**src/rtl/data_island_packet_scheduler.sv**
```systemverilog
// Data-island packet slot scheduler: picks the HB0 packet type for each slot.
// Optional SPD InfoFrame scheduling is enabled by defining SPD_INFOFRAME_EN.
//
// Ports:
//   clk_pixel, reset_n          pixel clock, async active-low reset
//   packet_enable               one-cycle pulse at the start of a packet slot
//   clk_audio_counter_wrap      toggle from the ACR generator; each change = one ACR request
//   audio_packet_ready          level, an audio sample packet is available
//   frame_start                 one-cycle pulse per frame, requests InfoFrames
//   packet_type[7:0]            HB0 of the selected packet, held between slots
//   audio_packet_ack            one-cycle pulse when an audio sample packet is consumed
//   acr_overrun                 sticky, ACR request arrived while one was still pending
module data_island_packet_scheduler #(
    parameter int unsigned MAX_AUDIO_BURST = 4
) (
    input  logic       clk_pixel,
    input  logic       reset_n,
    input  logic       packet_enable,
    input  logic       clk_audio_counter_wrap,
    input  logic       audio_packet_ready,
    input  logic       frame_start,
    output logic [7:0] packet_type,
    output logic       audio_packet_ack,
    output logic       acr_overrun
);

    localparam logic [7:0] PT_NULL  = 8'h00;
    localparam logic [7:0] PT_ACR   = 8'h01;
    localparam logic [7:0] PT_AUDIO = 8'h02;
    localparam logic [7:0] PT_AVI   = 8'h82;
`ifdef SPD_INFOFRAME_EN
    localparam logic [7:0] PT_SPD   = 8'h83;
`endif
    localparam logic [7:0] PT_AIF   = 8'h84;

    localparam logic [3:0] BURST_MAX = 4'(MAX_AUDIO_BURST);

    typedef enum logic {
        IDLE,
        ISSUE
    } state_t;

    state_t     state_q, state_d;
    logic       wrap_q;
    logic       acr_pending_q, acr_pending_d;
    logic       avi_pending_q, avi_pending_d;
    logic       aif_pending_q, aif_pending_d;
    logic [3:0] burst_cnt_q, burst_cnt_d;
    logic [7:0] packet_type_q, packet_type_d;
    logic       audio_ack_q, audio_ack_d;
    logic       acr_overrun_q, acr_overrun_d;

    logic       spd_req;
`ifdef SPD_INFOFRAME_EN
    logic       spd_pending_q, spd_pending_d;
    assign spd_req = spd_pending_q;
`else
    assign spd_req = 1'b0;
`endif

    logic acr_event;
    logic any_if_pending;
    logic issue;
    logic sel_acr, sel_audio, sel_avi, sel_aif, sel_spd;

    always_comb begin
        state_d       = state_q;
        acr_pending_d = acr_pending_q;
        avi_pending_d = avi_pending_q;
        aif_pending_d = aif_pending_q;
        burst_cnt_d   = burst_cnt_q;
        packet_type_d = packet_type_q;
        audio_ack_d   = 1'b0;
        acr_overrun_d = acr_overrun_q;
        sel_acr       = 1'b0;
        sel_audio     = 1'b0;
        sel_avi       = 1'b0;
        sel_aif       = 1'b0;
        sel_spd       = 1'b0;
`ifdef SPD_INFOFRAME_EN
        spd_pending_d = spd_pending_q;
`endif

        acr_event      = clk_audio_counter_wrap ^ wrap_q;
        any_if_pending = avi_pending_q | aif_pending_q | spd_req;
        issue          = (state_q == IDLE) && packet_enable;

        // Selection looks only at pending state held before this cycle's
        // set events, so a same-cycle request waits for the next slot.
        if (issue) begin
            if (acr_pending_q) begin
                sel_acr = 1'b1;
            end else if (audio_packet_ready && (burst_cnt_q < BURST_MAX)) begin
                sel_audio = 1'b1;
            end else if (avi_pending_q) begin
                sel_avi = 1'b1;
            end else if (aif_pending_q) begin
                sel_aif = 1'b1;
            end else if (spd_req) begin
                sel_spd = 1'b1;
            end else if (audio_packet_ready && !any_if_pending) begin
                sel_audio = 1'b1;
            end
        end

        unique case (state_q)
            IDLE: begin
                if (issue) begin
                    state_d = ISSUE;
                end
            end
            ISSUE: begin
                state_d = IDLE;
            end
            default: begin
                state_d = IDLE;
            end
        endcase

        if (issue) begin
            unique case (1'b1)
                sel_acr:   packet_type_d = PT_ACR;
                sel_audio: packet_type_d = PT_AUDIO;
                sel_avi:   packet_type_d = PT_AVI;
                sel_aif:   packet_type_d = PT_AIF;
`ifdef SPD_INFOFRAME_EN
                sel_spd:   packet_type_d = PT_SPD;
`endif
                default:   packet_type_d = PT_NULL;
            endcase
            audio_ack_d = sel_audio;
        end

        // Clear on selection, then OR in new requests so set wins.
        acr_pending_d = (acr_pending_q & ~sel_acr) | acr_event;
        avi_pending_d = (avi_pending_q & ~sel_avi) | frame_start;
        aif_pending_d = (aif_pending_q & ~sel_aif) | frame_start;
`ifdef SPD_INFOFRAME_EN
        spd_pending_d = (spd_pending_q & ~sel_spd) | frame_start;
`endif

        if (issue) begin
            if (sel_audio && any_if_pending) begin
                if (burst_cnt_q < BURST_MAX) begin
                    burst_cnt_d = burst_cnt_q + 4'd1;
                end
            end else begin
                burst_cnt_d = 4'd0;
            end
        end else if (!any_if_pending) begin
            burst_cnt_d = 4'd0;
        end

        if (acr_event && acr_pending_q && !sel_acr) begin
            acr_overrun_d = 1'b1;
        end
    end

    always_ff @(posedge clk_pixel or negedge reset_n) begin
        if (!reset_n) begin
            state_q       <= IDLE;
            wrap_q        <= 1'b0;
            acr_pending_q <= 1'b0;
            avi_pending_q <= 1'b0;
            aif_pending_q <= 1'b0;
            burst_cnt_q   <= 4'd0;
            packet_type_q <= PT_NULL;
            audio_ack_q   <= 1'b0;
            acr_overrun_q <= 1'b0;
        end else begin
            state_q       <= state_d;
            wrap_q        <= clk_audio_counter_wrap;
            acr_pending_q <= acr_pending_d;
            avi_pending_q <= avi_pending_d;
            aif_pending_q <= aif_pending_d;
            burst_cnt_q   <= burst_cnt_d;
            packet_type_q <= packet_type_d;
            audio_ack_q   <= audio_ack_d;
            acr_overrun_q <= acr_overrun_d;
        end
    end

`ifdef SPD_INFOFRAME_EN
    always_ff @(posedge clk_pixel or negedge reset_n) begin
        if (!reset_n) begin
            spd_pending_q <= 1'b0;
        end else begin
            spd_pending_q <= spd_pending_d;
        end
    end
`endif

    assign packet_type      = packet_type_q;
    assign audio_packet_ack = audio_ack_q;
    assign acr_overrun      = acr_overrun_q;

endmodule

```
**config.mk**
```make
export PLATFORM = sky130hd
export DESIGN_NAME = data_island_packet_scheduler
export DESIGN_NICKNAME = d
export VERILOG_FILES = /design/src/rtl/data_island_packet_scheduler.sv
export SDC_FILE = /design/constraint.sdc
export NUM_CORES = 1
export LEC_CHECK = 0
export CORE_MARGIN = 1.5
export CORE_UTILIZATION = 45
export CTS_BUF_LIST = sky130_fd_sc_hd__clkbuf_2 sky130_fd_sc_hd__clkbuf_4 sky130_fd_sc_hd__clkbuf_8
export CTS_CLUSTER_DIAMETER = 80
export CTS_CLUSTER_SIZE = 24
export DETAILED_ROUTE_END_ITERATION = 8
export GPL_TIMING_DRIVEN = 0
export PLACE_DENSITY = 0.74
export SKIP_CTS_REPAIR_TIMING = 1
export SYNTH_ARGS = -nofsm -noshare
export SYNTH_HDL_FRONTEND = slang
export SYNTH_SLANG_ARGS = --single-unit
```
**constraint.sdc**
```tcl
create_clock -name clk_pixel -period 2 [get_ports clk_pixel]
set_clock_uncertainty 0.2 [all_clocks]
set_input_delay 0.3 -clock clk_pixel [delete_from_list [all_inputs] [get_ports clk_pixel]]
set_output_delay 0.3 -clock clk_pixel [all_outputs]
set_load 0.02 [all_outputs]
```
==> impl.org <==
** Place
- Routability-driven placement finished with a final weighted congestion of between 0.7 and 0.8.
- Buffers placed on the I/O ports in this run total 11.
- Detailed placer's ending HPWL :: 767 um

** Finish
- At the end of the flow, the number of nets in the layout was 78.
- Layout cells sized above 1 :: 20.0%
- Fill cells in the final layout number 117.
- Layout overhead on the synthesized area :: 25.9%
- Antenna cell count :: 0
- Sequential cell area in the final layout :: about 380 um^2
- Footprint of the multi-input gates :: ~240 um^2

** Timing
- Period utilisation layout :: a little under 90%
- Fmax :: 569 MHz
- Fin Hold WS :: a little under 200 ps
- Final number of setup-violating endpoints :: 0
- Final worst path period need :: approximately 1800 ps
- Setup tns final :: 0 ps
- The final number of max-transition violations is 0.
- Measured against its own limit, the worst slew margin works out to between 50% and 60%.
- Setup repair after global routing missed its margin :: no
- The count of endpoints failing hold in the final timing report came to 0.
- For the pin with the worst max-slew slack, the measured transition is ~620 ps.

** Die
- Standard-cell row count :: 13
- Area inside the core boundary :: about 1300 um^2
- DIE HEIGHT :: between 40 and 50 um
- Initial Utilization :: roughly half
- Floorplan die area :: about 1700 um^2
- Boundary Pins :: 16
- In this run the horizontal extent of the chip is roughly 41 um.

** Clocking
- The clock net in this run drives a total of 15 sinks.
- Count of H-tree levels built during CTS :: 1
- Clock tree synthesis selected as its root buffer the cell sky130_fd_sc_hd__clkbuf_4.
- Clock-pin slew reported for the worst setup and hold paths after clock tree synthesis :: around 80 ps
- TritonCTS built the clock tree.
- Bufs on Longest Clock Path :: 2
- The clock reaches the later pin of the worst-skew pair after around 280 ps.
- CTS buffer count :: 3

** Pwr
- The clock network accounts for 27.8% of the total power.
- Internal power consumption :: between 0.4 and 0.5 mW
- The share of total power dissipated in sequential elements is approximately 56%.
- Dividing total power by cell area gives a power density of 737 nW/um^2.
- Power dissipated by switching net loads :: 0.156 mW
- Summed over all cells, the static leakage comes to ~0.40 nW.
- Per report_power, the combinational group accounts for 16.7% of the total.
- Net switching is about 26% of the power.
- Worst IR Drop VDD :: slightly below 0.4 mV

** Setup path
- In this run the worst path has a maximum fanout of 2.
- In this design, the stage delay of the slowest critical-path cell is about 610 ps.
- Counting both buffers and inverters, the worst setup path holds a total of 1.
- STA classifies the critical path startpoint as a register.
- The slowest stage of the critical path is the sky130_fd_sc_hd__clkdlybuf4s50_1 cell.
- CP arrival :: 1260 ps
- Required time of the worst setup path :: roughly 1500 ps
- Cell family with most CP delay :: buffers and inverters
- Walking the worst path, the cells encountered are clkdlybuf4s50_1.
- STA classifies the critical path endpoint as an output port.
- The worst setup path is of the reg2out kind.

** Synth
- Fraction of registers with async set or reset after synthesis :: 100%
- Post-synthesis instance area :: about 650 um^2
- Counting flops and latches in the post-synthesis netlist gives 15.
- Predominant post-synthesis flop cell :: sky130_fd_sc_hd__dfrtp_1
- Library cell with the highest instance count after synthesis :: sky130_fd_sc_hd__dfrtp_1
- Number of distinct library cells after synthesis :: 23
- The commonest cells after synthesis are sky130_fd_sc_hd__dfrtp_1, sky130_fd_sc_hd__nor2_1, sky130_fd_sc_hd__nand2_1.
- After technology mapping, the gate count stands at 52.
- Yosys top cell area share :: 57.9%
- Syn_area_per_cell :: around 12 um^2
- The Yosys step of the flow raised 0 warnings.
- Synth area leaders :: sky130_fd_sc_hd__dfrtp_1, sky130_fd_sc_hd__buf_4, sky130_fd_sc_hd__nor2_1, sky130_fd_sc_hd__a211oi_4, sky130_fd_sc_hd__nand2_1
- Sequential cells were found to cover between 50% and 60% of the synthesized design area.
- Yosys mapped a number of flops with a built-in enable equal to 0.
- Of all cell types, the one taking the most synthesized area is sky130_fd_sc_hd__dfrtp_1.

** Route
- Average wire per cell in the routed design :: ~11 um
- For this run, design rule violations remaining after detail routing come to 0.
- In this run the remaining antenna-violating nets after routing total 0.
- Via Count :: a little over 400
- Overall routed net length :: around 1000 um
- DRC violation total after the first TritonRoute iteration :: 15
- Average via count per standard cell :: 4.88
- For this run, the detailed router's first-pass iteration total came to 4.

** Global route
- After global routing the overflow that remains totals 0.
- Combined global-route utilization of all metal layers :: 15.1%
- Via count of the first global-routing pass :: approximately 370
- Maximum number of pins on one net before global-route repair :: 16
- First-pass GRT wire length :: 1600 um
- Antenna violations before repair :: 0

** Flow run
- Count of max-cap constraint violations :: 0

** Min path
- The path class of the tightest hold or removal check is in2async.

** Status
- Outcome :: finished, final reports clean
## registers in the layout, indices dropped and copies added, names as in the netlist
register / cells
packet_type: 4
acr_pending_q: 1
aif_pending_q: 1
wrap_q: 1
burst_cnt_q: 4
avi_pending_q: 1
acr_overrun: 1
audio_packet_ack: 1
state_q: 1
## worst paths after layout
kind,from,end,slack (ps),depth (start not counted)
worst max-delay path,packet_type[1]$_DFFE_PN0P_,packet_type[1],240,1
worst min-delay path,reset_n,packet_type[2]$_DFFE_PN0P_,200,1
worst max register to register,state_q$_DFF_PN0_,packet_type[1]$_DFFE_PN0P_,570,4
worst min register to register,packet_type[0]$_DFFE_PN0P_,packet_type[0]$_DFFE_PN0P_,280,2
max in group asynchronous,reset_n,packet_type[0]$_DFFE_PN0P_,1000,1
min in group clk_pixel,packet_type[0]$_DFFE_PN0P_,packet_type[0]$_DFFE_PN0P_,280,2
## cell usage in the layout, fill, tap and decap left out, types with 2 or more instances in the layout
cell type                         synthesis  routed
sky130_fd_sc_hd__o21bai_1                 2       2
sky130_fd_sc_hd__inv_1                    2       2
sky130_fd_sc_hd__clkbuf_4                 0       3
sky130_fd_sc_hd__dfrtp_1                 15      15
sky130_fd_sc_hd__clkdlybuf4s50_1          0      11
sky130_fd_sc_hd__nor2_1                   6       6
sky130_fd_sc_hd__a22o_1                   2       2
sky130_fd_sc_hd__conb_1                   1       4
sky130_fd_sc_hd__buf_4                    4       4
sky130_fd_sc_hd__nand2_1                  5       5
## power groups by stage
stage | Combinational, mW | Sequential [mW] | Clock (mW)
2_1_floorplan | 0.0459 | 0.350 | 0
3_5_place_dp | 0.101 | 0.340 | 0
3_3_place_gp | 0.0992 | 0.339 | 0
4_1_cts | 0.102 | 0.334 | 0.174
5_1_grt | 0.110 | 0.336 | 0.184
6_report | 0.101 | 0.334 | 0.167
## metrics by stage
stage | util, % | instance area [um^2] | setup WS [ps] | power (mW) | cells
finish | 61.9 | 816 | 242 | 0.602 | 85
global route | 61.9 | 816 | 215 | 0.631 | 85
CTS | 61.9 | 816 | 225 | 0.610 | 85
detailed placement | 59.8 | 788 | 200 | 0.441 | 81
global placement | 59.8 | 788 | 189 | 0.438 | 81
floorplan | - | 659 | 688 | 0.396 | 55
## worst register-to-register path: cells and delay by family, from the launching register on
kind,cells,cell delay (ps)
simple gates,1,140
compound gates,2,520
buf+inv,1,140
flops,1,380
## per-layer routing
metal / up-vias / share of wire, % / GRT usage (%)
li1: 211 / - / -
met1: 191 / 44 / 22.5
met2: 11 / 49 / 21.5
met3: 2 / 5.8 / 3.80
met4: 0 / 1.4 / 5.00
met5: - / 0 / 0
## final cells by class
class	instances	share of cell area (%)
Buffer	5	5.06
Sequential cell	15	46.0
Inverter	2	0.920
Timing Repair Buffer	11	13.5
Clock inverter	1	0.613
Tap cell	15	2.30
Clock buffer	3	2.76
Multi-Input combinational cell	33	28.8
## cell families (layout without fill, tap and decap cells)
family / after synthesis / after routing / synth area share [%]
compound gates: 11 / 11 / 17.4
fa+ha+maj: 1 / 1 / 1.93
simple gates: 16 / 16 / 13.3
buf+inv: 7 / 22 / 7.53
other cells: 1 / 4 / 0.579
flops: 15 / 15 / 57.9
xor+xnor: 1 / 1 / 1.35
Note: power is estimated with default switching activity, not from simulation.
